==> src/rtl/hazard_ctrl_pkg.sv <==
// Shared definitions for the pipeline hazard controller: forward-select
// encodings, FSM state enum and the minimum wait-counter width.
package hazard_ctrl_pkg;

  localparam logic [1:0] FWD_REG     = 2'b00;
  localparam logic [1:0] FWD_RESULTW = 2'b01;
  localparam logic [1:0] FWD_ALUOUTM = 2'b10;

  localparam int WAIT_CNT_MIN_W = 8;

  typedef enum logic {
    RUN     = 1'b0,
    MEMWAIT = 1'b1
  } hz_state_e;

endpackage

==> src/rtl/hazard_ctrl_fwd_sel.sv <==
// Forward selection for one execute-stage operand. M-stage result wins over
// W-stage result; register $0 is never forwarded.
module fwd_sel
  import hazard_ctrl_pkg::*;
(
  input  logic [4:0] src_i,
  input  logic       reg_write_m_i,
  input  logic [4:0] write_reg_m_i,
  input  logic       reg_write_w_i,
  input  logic [4:0] write_reg_w_i,
  output logic [1:0] fwd_o
);

  // Priority pick of the youngest in-flight producer
  always_comb begin
    fwd_o = FWD_REG;
    if (reg_write_m_i && (write_reg_m_i != 5'd0) && (write_reg_m_i == src_i))
      fwd_o = FWD_ALUOUTM;
    else if (reg_write_w_i && (write_reg_w_i != 5'd0) && (write_reg_w_i == src_i))
      fwd_o = FWD_RESULTW;
  end

endmodule

==> src/rtl/hazard_ctrl.sv <==
// Pipeline hazard controller: operand forwarding, load-use stall, redirect
// flush and data-memory wait stall with a sticky timeout flag.
// Optional build macro HAZARD_PERF_EN adds stall/flush cycle counters.
module hazard_ctrl
  import hazard_ctrl_pkg::*;
#(
  parameter int MEM_TIMEOUT = 255
) (
  input  logic        clk,
  input  logic        reset,
  input  logic [4:0]  RsD,
  input  logic [4:0]  RtD,
  input  logic [4:0]  RsE,
  input  logic [4:0]  RtE,
  input  logic [4:0]  WriteRegE,
  input  logic [4:0]  WriteRegM,
  input  logic [4:0]  WriteRegW,
  input  logic        RegWriteE,
  input  logic        RegWriteM,
  input  logic        RegWriteW,
  input  logic        MemtoRegE,
  input  logic        PCSrcM,
  input  logic        JumpM,
  input  logic        MemReqM,
  input  logic        DmemReady,
  output logic [1:0]  ForwardAE,
  output logic [1:0]  ForwardBE,
  output logic        StallF,
  output logic        StallD,
  output logic        StallE,
  output logic        StallM,
  output logic        FlushD,
  output logic        FlushE,
  output logic        FlushM,
`ifdef HAZARD_PERF_EN
  output logic [31:0] PerfStallCnt,
  output logic [31:0] PerfFlushCnt,
`endif
  output logic        MemTimeout
);

  localparam int CW = ($clog2(MEM_TIMEOUT + 1) > WAIT_CNT_MIN_W) ?
                      $clog2(MEM_TIMEOUT + 1) : WAIT_CNT_MIN_W;

  logic [1:0]    rst_sync_q;
  logic          rst_n_int;
  logic          mem_wait, redirect, load_use, hit;
  hz_state_e     state_q, state_d;
  logic [CW-1:0] cnt_q, cnt_d;
  logic          tmo_q;

  // Assert immediately, release only after two clean clock edges
  always_ff @(posedge clk or negedge reset) begin
    if (!reset) rst_sync_q <= 2'b00;
    else        rst_sync_q <= {rst_sync_q[0], 1'b1};
  end
  assign rst_n_int = rst_sync_q[1];

  fwd_sel u_fwd_a (
    .src_i(RsE), .reg_write_m_i(RegWriteM), .write_reg_m_i(WriteRegM),
    .reg_write_w_i(RegWriteW), .write_reg_w_i(WriteRegW), .fwd_o(ForwardAE)
  );

  fwd_sel u_fwd_b (
    .src_i(RtE), .reg_write_m_i(RegWriteM), .write_reg_m_i(WriteRegM),
    .reg_write_w_i(RegWriteW), .write_reg_w_i(WriteRegW), .fwd_o(ForwardBE)
  );

  assign mem_wait = MemReqM & ~DmemReady;
  assign redirect = PCSrcM | JumpM;
  assign load_use = MemtoRegE & RegWriteE & (WriteRegE != 5'd0) &
                    ((WriteRegE == RsD) | (WriteRegE == RtD));

  // Stall/flush priority: memory wait > redirect > load-use
  always_comb begin
    StallF = 1'b0; StallD = 1'b0; StallE = 1'b0; StallM = 1'b0;
    FlushD = 1'b0; FlushE = 1'b0; FlushM = 1'b0;
    if (mem_wait) begin
      StallF = 1'b1; StallD = 1'b1; StallE = 1'b1; StallM = 1'b1;
    end else if (redirect) begin
      FlushD = 1'b1; FlushE = 1'b1; FlushM = 1'b1;
    end else if (load_use) begin
      StallF = 1'b1; StallD = 1'b1; FlushE = 1'b1;
    end
  end

  // Wait FSM next state; cnt_q holds the MEMWAIT cycle number (1-based)
  always_comb begin
    state_d = state_q;
    cnt_d   = cnt_q;
    case (state_q)
      RUN: begin
        cnt_d = '0;
        if (mem_wait) begin
          state_d = MEMWAIT;
          cnt_d   = CW'(1);
        end
      end
      MEMWAIT: begin
        if (!mem_wait) begin
          state_d = RUN;
          cnt_d   = '0;
        end else if (cnt_q != '1) begin
          cnt_d = cnt_q + 1'b1;
        end
      end
      default: begin
        state_d = RUN;
        cnt_d   = '0;
      end
    endcase
  end

  assign hit        = (state_q == MEMWAIT) && (cnt_q >= CW'(MEM_TIMEOUT));
  assign MemTimeout = tmo_q | hit;

  // FSM state, wait counter and sticky timeout flag
  always_ff @(posedge clk or negedge rst_n_int) begin
    if (!rst_n_int) begin
      state_q <= RUN;
      cnt_q   <= '0;
      tmo_q   <= 1'b0;
    end else begin
      state_q <= state_d;
      cnt_q   <= cnt_d;
      tmo_q   <= tmo_q | hit;
    end
  end

`ifdef HAZARD_PERF_EN
  // Free-running wrap-around event counters
  always_ff @(posedge clk or negedge rst_n_int) begin
    if (!rst_n_int) begin
      PerfStallCnt <= '0;
      PerfFlushCnt <= '0;
    end else begin
      if (StallF) PerfStallCnt <= PerfStallCnt + 32'd1;
      if (FlushE) PerfFlushCnt <= PerfFlushCnt + 32'd1;
    end
  end
`endif

endmodule

==> config.mk <==
export PLATFORM = sky130hd
export DESIGN_NAME = hazard_ctrl
export DESIGN_NICKNAME = d
export VERILOG_FILES = /design/src/rtl/hazard_ctrl_pkg.sv /design/src/rtl/hazard_ctrl_fwd_sel.sv /design/src/rtl/hazard_ctrl.sv
export SDC_FILE = /design/constraint.sdc
export NUM_CORES = 1
export LEC_CHECK = 0
export BUFFER_PORTS_ARGS = -buffer_cell sky130_fd_sc_hd__buf_4
export CORE_UTILIZATION = 35
export DETAILED_ROUTE_END_ITERATION = 16
export PLACE_DENSITY = 0.7
export RECOVER_POWER = 100
export SLEW_MARGIN = 20
export SYNTH_ARGS = -nofsm -noshare
export SYNTH_HDL_FRONTEND = slang
export SYNTH_SLANG_ARGS = --single-unit
==> constraint.sdc <==
create_clock -name clk -period 2.6 [get_ports clk]
set_input_delay 0.52 -clock clk [delete_from_list [all_inputs] [get_ports clk]]
set_output_delay 0.52 -clock clk [all_outputs]
set_load 0.02 [all_outputs]
==> flow_summary.toml, run 1 <==
[status]
status = "completed"

[timing]
tns_ns = 0
fin_crit_ns = 2.46
rsz0062_at_grt = "false"
skew_ns = 0.00102
hold_viol = 0
tightest_slew_ns = 0.539
slew_violations = 0
relSlewSlack_pct = 63.7
post-route-period-util_pct = 94.5
worst_slack_ns = 0.144
max_freq_ghz = 0.407
fin_hold_ws_ns = 0.166
finalSetupViolations = 0

[floorplan]
die_w_microns = 54.2
rows = 18
ios = 57
start_util_pct = 37.8
core_sq_um = 2520
die_area_sq_um = 2940
fp.dieH_microns = 54.2

[final_layout]
layout_commonest_cell = "buf_4"
finish.instance_area_sq_um = 1400
areaGrowthSynthToFinish_pct = 46.4
antenna_cells = 0
final_cell_mix = "buf_4, xor2_1, nor2_1"
drive_gt1_share_pct = 31.9
fin_nets = 213

[global_routing]
antenna_found_initial = 0
grt_pass1_vias = 923
grt_pass1_wl_microns = 3590
grt_usage_pct = 17.2
grt_max_degree = 11
grt-ovfl-total = 0

[worst_setup_path]
crit_chain = "buf_4 -> or4_1 -> o21ai_2 -> nor4_1 -> nor4_2 -> clkbuf_1"
timing.critical_path.buf_inv = 2
worstPathRequired_ns = 2.08
crit_family = "simple AND/OR/NAND/NOR gates"
crit_type = "input port to primary output"
startpoint_type = "input port"
slowest_delay_ns = 0.54
crit_path_end_kind = "primary output"
cp_slowest_cell = "or4_1"
crit_arrival_ns = 1.94
crit_path_max_fanout = 3

[place]
io_buffers = 56
hpwl_microns = 2050
place_congestion = 0.792
dpl_cell_area_sq_um = 1410
dpl_worst_slack_ns = 0.167

[synth]
synth.ff_latch_count = 12
syn_inst = 107
synth_edf_count = 0
seq_area_frac_synth_pct = 31.5
yosysWarnings = 0
synth_area_sq_um = 955
synth_cell_types = 30
syn_area_per_cell_sq_um = 8.92
synth_ff_type = "dfrtp_1"
async_reset_ff_share_pct = 100
syn-num-nets = 153

[clocking]
cts_max_path_buffers = 2
cts.sinks = 12
clk_latency_ns = 0.27
cts_tree = "built"
htree_levels = 1
cts_setup_buffers = 0
cts_made_buffers = 3
root_buffer = "clkbuf_4"
path_clk_slew_ns = 0.08

[power]
leakagePower_nw = 0.629
ir_drop_mv = 0.233
power_density_nw_per_um2 = 348

[route]
first_iter_violations = 12
drt-total-wl_microns = 2310
vias_per_cell = 4.95
wl_per_cell_microns = 11.8
num_vias = 971
ant_nets = 0
drt_pass1_iterations = 4
drc = 0

[job]
maxCapViolCount = 0

[min_path]
hp-class = "flop to asynchronous set/reset pin"
-- kinds of logic after synthesis --
logic type / count (synthesis) / synth area share, %
multiplexers: 1 / 1.05
other: 1 / 0.393
XOR/XNOR: 33 / 30.3
AO/OA/AOI/OAI: 12 / 8.39
adder cells (fa/ha/maj): 1 / 1.31
flip-flops: 12 / 31.5
AND/OR/NAND/NOR: 42 / 24.0
buffers and inverters: 5 / 3.15
-- worst reg2reg max path, cell delays in order (launching register included) --
cell and delay, ns:
dfrtp_1 0.39, ha_1 0.22, nand4_1 0.19, nor2_1 0.15
clkbuf_1 0.24, inv_1 0.10, a211oi_1 0.22
-- synth_stat cells, drive strengths merged, types with 2 or more instances --
cell   instances  area (sq um)
inv            2          7.51
or4            5          37.5
dfrtp         12           300
o21ai          2          13.8
buf            3          22.5
xor2          26           228
nand2          5          18.8
xnor2          7          61.3
nor4           4          37.5
nor3           5          25.0
nor2          13          48.8
nand3          5          25.0
a21oi          3          15.0
-- metal layers --
metal / global-route usage (%) / wire [microns] / vias to the layer above
met1: 19.3 / 913 / 442
li1: - / - / 486
met5: 0 / 0 / -
met4: 8.55 / 19 / 0
met3: 1.94 / 104 / 2
met2: 31.5 / 1270 / 41
-- registers in the layout, summed over array words and instances (netlist names) --
| name | count |
|---|---|
| rst_sync_q | 2 |
| tmo_q | 1 |
| cnt_q | 8 |
| state_q | 1 |
-- report_power, final --
group	internal, mW	switching [mW]	leakage, nW
combinational	0.0768	0.0651	0.447
sequential	0.190	0.00462	0.161
clock	0.0851	0.0654	0.0210
-- cell type report --
class | instances | area, sq um
tap | 30 | 37.5
multi-input combinational | 90 | 624
timing repair buffer | 58 | 392
clock buffer | 4 | 36.3
fill | 244 | 1120
sequential | 12 | 300
inverter | 2 | 7.51
-- what timing repair did --
item / in CTS / in global routing
hold endpoints to repair: 0 / 2
hold buffers: 0 / 1
gates resized for setup: 0 / 0
-- final timing paths --
path,from,end,slack [ns],depth (start not counted)
worst min-delay path,rst_sync_q[1],cnt_q[5],0.17,0
worst max-delay path,WriteRegM[1],ForwardAE[0],0.14,6
worst min register to register,rst_sync_q[1],cnt_q[5],0.17,0
min in group clk,rst_sync_q[0],rst_sync_q[1],0.36,0
max in group asynchronous,reset,rst_sync_q[0],1.90,2
worst max register to register,cnt_q[0],cnt_q[4],1.02,6
-- stage by stage --
step           instances  util, %  total power, mW
2_1_floorplan        107        -            0.263
3_3_place_gp         191     55.7            0.345
3_5_place_dp         191     55.7            0.349
4_1_cts              195     57.1            0.499
5_1_grt              196     55.4            0.516
6_report             196     55.4            0.487
No activity file was read; power rests on OpenSTA's default activity.
==> run 2: changes to the inputs <==
- ABC_AREA: unset -> 1
- PLACE_DENSITY: 0.7 -> 0.67
==> run 2 against run 1 <==
Design area grew 11%. Sequential power about the same. Synthesized cell count is 54% higher.
==> flow_summary.toml, run 2 <==
[status]
status = "completed"

[synth]
netlist_top_cells_count = "nand2_1, nor2_1, inv_1"
synth.ff_latch_count = 12
syn_area_per_cell_sq_um = 6.86
yosysMostFrequentCell = "nand2_1"
synth.area.top_cells = "dfrtp_1, nand2_1, xnor2_1"
synth_cell_types = 27
async_reset_ff_share_pct = 100
synth_area_sq_um = 1130
syn_inst = 165
seq_area_frac_synth_pct = 26.5
synth_top_area_share_pct = 26.5
synth_edf_count = 0
yosysWarnings = 0
syn-num-nets = 211
synth_top_cell_by_area = "dfrtp_1"
synth_ff_type = "dfrtp_1"

[power]
power_density_nw_per_um2 = 322
leakagePower_nw = 0.806
ir_drop_mv = 0.139
finalPower_uw = 499

[clocking]
ctsHoldBuffers = 0
cts_made_buffers = 3
clk_latency_ns = 0.28
root_buffer = "clkbuf_4"
ctsResizeCount = 0
cts_max_path_buffers = 2
cts.sinks = 12
cts_tree = "built"
htree_levels = 1
cts_setup_buffers = 0
path_clk_slew_ns = 0.08

[worst_setup_path]
crit_arrival_ns = 1.66
crit_type = "input port to primary output"
startpoint_type = "input port"
crit_path_end_kind = "primary output"
r2r_cells = 6
worstPathRequired_ns = 2.08
crit_path_max_fanout = 8

[place]
io_buffers = 56
dpl_cell_area_sq_um = 1580
hpwl_microns = 2130
place_congestion = 0.760

[final_layout]
largest_reg_flops = 8
finish.instance_area_sq_um = 1550
reg_top3 = "cnt_q (8), rst_sync_q (2)"
fillers = 332
largest-register = "cnt_q"
layout_commonest_cell = "buf_4"
areaGrowthSynthToFinish_pct = 37.2
fin_nets = 270
final_cell_mix = "buf_4, nand2_1, nor2_1"
drive_gt1_share_pct = 27.4
antenna_cells = 0

[floorplan]
rows = 20
die_w_microns = 58.8
core_sq_um = 3050
ios = 57
start_util_pct = 37.0
fp.dieH_microns = 58.8
die_area_sq_um = 3460

[timing]
finalSetupViolations = 0
fin_crit_ns = 2.18
slew_violations = 0
hold_viol = 0
max_freq_ghz = 0.460
post-route-period-util_pct = 83.7
tns_ns = 0
skew_ns = 0.00951
rsz0062_at_grt = "false"

[route]
vias_per_cell = 4.31
num_vias = 1152
drt_pass1_iterations = 3
first_iter_violations = 61
drt-total-wl_microns = 2490
ant_nets = 0
drc = 0
wl_per_cell_microns = 9.31

[global_routing]
antenna_found_initial = 0
grt_pass1_wl_microns = 4070
grt_pass1_vias = 1018
grt_usage_pct = 15.1
grt-ovfl-total = 0
grt_max_degree = 11

[job]
maxCapViolCount = 0

[min_path]
hp-class = "flop to asynchronous set/reset pin"
## run 2: per-layer routing
layer | vias up | global-route usage [%] | share of wire, %
met5 | - | 0 | 0
met4 | 0 | 2.04 | 0.64
met3 | 4 | 3.52 | 6.9
met2 | 39 | 27.3 | 46
met1 | 479 | 18.5 | 47
li1 | 630 | - | -
## run 2: layout make-up
type	instances	area, sq um	area share (%)
Tap cell	44	55.1	3.55
Timing Repair Buffer	57	389	25.1
Sequential cell	12	300	19.4
Multi-Input combinational cell	125	676	43.5
Inverter	25	95.1	6.13
Clock buffer	4	36.3	2.34
## run 2: worst max-delay path, cell delays in order
cell and delay [ns]:
buf_4 0.10, nand2_1 0.16, clkinvlp_2 0.29, nor2_1 0.23
inv_1 0.06, nand2_1 0.06, clkbuf_1 0.22
## run 2: path summary, 6_finish.rpt
path / from / to / slack, ns
min in group clk: rst_sync_q[0] / rst_sync_q[1] / 0.35
max in group asynchronous: reset / rst_sync_q[1] / 1.92
min reg2reg: rst_sync_q[1] / cnt_q[7] / 0.15
max: MemReqM / FlushE / 0.42
min: rst_sync_q[1] / cnt_q[7] / 0.15
max reg2reg: cnt_q[1] / cnt_q[0] / 0.93
## run 2: where the power goes
group / switching (mW) / internal [mW]
combinational: 0.0751 / 0.0820
sequential: 0.00439 / 0.190
clock: 0.0626 / 0.0851
total: 0.142 / 0.357
## run 2: cell families after synthesis
kind of cell / Yosys count / synth area share (%)
simple gates: 88 / 36.8
buf+inv: 28 / 10.4
xor+xnor: 22 / 17.0
compound gates: 13 / 7.74
flops: 12 / 26.5
fa+ha+maj: 1 / 1.11
other cells: 1 / 0.332
## run 2: metrics by stage
stage                     util (%)  worst slack [ns]  std cells  hold slack (ns)
after floorplan                  -             0.576        165            0.121
after global placement        51.9             0.720        262            0.174
after detailed placement      51.9             0.678        262            0.173
after CTS                     53.1             0.643        266          0.00757
after global routing          50.8             0.324        267            0.198
final                         50.8             0.424        267            0.151
==> run 3: changes to the inputs <==
- clock period: 2.6 -> 2.2 ns (I/O delays scaled with it)
==> run 3 against run 2 <==
Clock power rose by 17%. Setup slack got worse by 0.14 ns. Power rose by 18%. First-iteration DRC count fell by 48%. Count of clock-buffer cells in the layout did not move. Routed wire length rose by 1.4%. Highest routed layer is now met3. Critical path depth fell by 2.
==> flow_summary.toml, run 3 (synthesis gave the netlist of run 2 again) <==
[status]
status = "completed"

[power]
power_density_nw_per_um2 = 378
p_clk_share_pct = 29.4
ir_drop_mv = 0.161
seq_power_share_pct = 38.9
switching_share_pct = 28.3
pwr-share-comb_pct = 31.7
internal_power_uw = 423
power.switching_uw = 167
leakagePower_nw = 0.810

[final_layout]
drive_gt1_share_pct = 28.3
final_cell_mix = "buf_4, nand2_1, nor2_1"
largest_reg_flops = 8
antenna_cells = 0
largest-register = "cnt_q"
layout_commonest_cell = "buf_4"
fin_nets = 270
areaGrowthSynthToFinish_pct = 38.2
reg_top3 = "cnt_q (8), rst_sync_q (2)"

[place]
place_congestion = 0.760
io_buffers = 56
dpl_worst_slack_ns = 0.444
hpwl_microns = 2170

[worst_setup_path]
crit_chain = "buf_4 -> nand2_1 -> clkinvlp_2 -> nor2_1 -> clkbuf_1"
crit_type = "input port to primary output"
slowest_delay_ns = 0.28
timing.critical_path.buf_inv = 3
crit_arrival_ns = 1.48
crit_path_max_fanout = 8
worstPathRequired_ns = 1.76
startpoint_type = "input port"
crit_family = "buffers and inverters"
cp_slowest_cell = "clkinvlp_2"
crit_path_end_kind = "primary output"

[job]
maxCapViolCount = 0

[floorplan]
die_area_sq_um = 3460
die_w_microns = 58.8
fp.dieH_microns = 58.8
core_sq_um = 3050
ios = 57
start_util_pct = 37.0
rows = 20

[global_routing]
grt_max_degree = 11
grt-ovfl-total = 0
grt_pass1_wl_microns = 4260
grt_pass1_vias = 1094
grt_usage_pct = 15.6
antenna_found_initial = 0

[route]
ant_nets = 0
drt_pass1_iterations = 4
drt-total-wl_microns = 2520
wl_per_cell_microns = 9.44
first_iter_violations = 32
drc = 0
vias_per_cell = 4.30
num_vias = 1147

[timing]
worst_slack_ns = 0.282
hold_viol = 0
post-route-period-util_pct = 87.2
skew_ns = 0.00878
rsz0062_at_grt = "false"
finalSetupViolations = 0
fin_crit_ns = 1.92
tns_ns = 0
slew_violations = 0
max_freq_ghz = 0.521

[clocking]
cts.sinks = 12
cts_setup_buffers = 0
cts_made_buffers = 3
path_clk_slew_ns = 0.08
htree_levels = 1
cts_max_path_buffers = 2
root_buffer = "clkbuf_4"
clk_latency_ns = 0.27
cts_tree = "built"

[min_path]
hp-class = "flop to asynchronous set/reset pin"
## run 3: power groups by stage
| stage | clock (mW) | sequential, mW | combinational [mW] |
|---|---|---|---|
| detailed placement | 0 | 0.234 | 0.198 |
| floorplan | 0 | 0.233 | 0.0970 |
| global route | 0.195 | 0.231 | 0.209 |
| global placement | 0 | 0.234 | 0.196 |
| finish | 0.173 | 0.230 | 0.187 |
| CTS | 0.185 | 0.230 | 0.199 |
## run 3: cell type report
cell class	count	area [sq um]
well taps	44	55.1
multi-input cells	125	683
repair buffers	57	393
flip-flops and latches	12	300
inverters	25	95.1
fillers	351	1490
clock buffers	4	36.3
## run 3: worst paths after layout
path | to | depth (start not counted) | slack (ns) | startpoint
worst max-delay path | FlushM | 5 | 0.28 | MemReqM
worst min-delay path | cnt_q[7] | 0 | 0.16 | rst_sync_q[1]
worst max register to register | cnt_q[0] | 6 | 0.68 | cnt_q[1]
worst min register to register | cnt_q[7] | 0 | 0.16 | rst_sync_q[1]
max in group asynchronous | rst_sync_q[1] | 2 | 1.60 | reset
min in group clk | rst_sync_q[1] | 0 | 0.35 | rst_sync_q[0]
## run 3: stage by stage
step / total power [mW] / util [%] / std cells / hold WS, ns / cell area, sq um
floorplan: 0.330 / - / 165 / 0.121 / 1130
global placement: 0.430 / 51.9 / 262 / 0.174 / 1580
detailed placement: 0.432 / 51.9 / 262 / 0.173 / 1580
CTS: 0.614 / 53.4 / 267 / 0.169 / 1630
global route: 0.634 / 51.2 / 267 / 0.194 / 1560
finish: 0.590 / 51.2 / 267 / 0.157 / 1560
## run 3: repair_timing
item / CTS / global route
hold buffers: 1 / 0
resized for setup: 0 / 0
endpoints found under the hold margin: 2 / 0
## run 3: routing by layer
| metal | routed length, microns | share of wire, % | vias up | track usage, % |
|---|---|---|---|---|
| met1 | 1210 | 48 | 475 | 19.3 |
| met5 | 0 | 0 | - | 0 |
| met4 | 0 | 0 | 0 | 1.02 |
| li1 | - | - | 630 | - |
| met3 | 171 | 6.8 | 0 | 3.30 |
| met2 | 1140 | 45 | 42 | 28.7 |
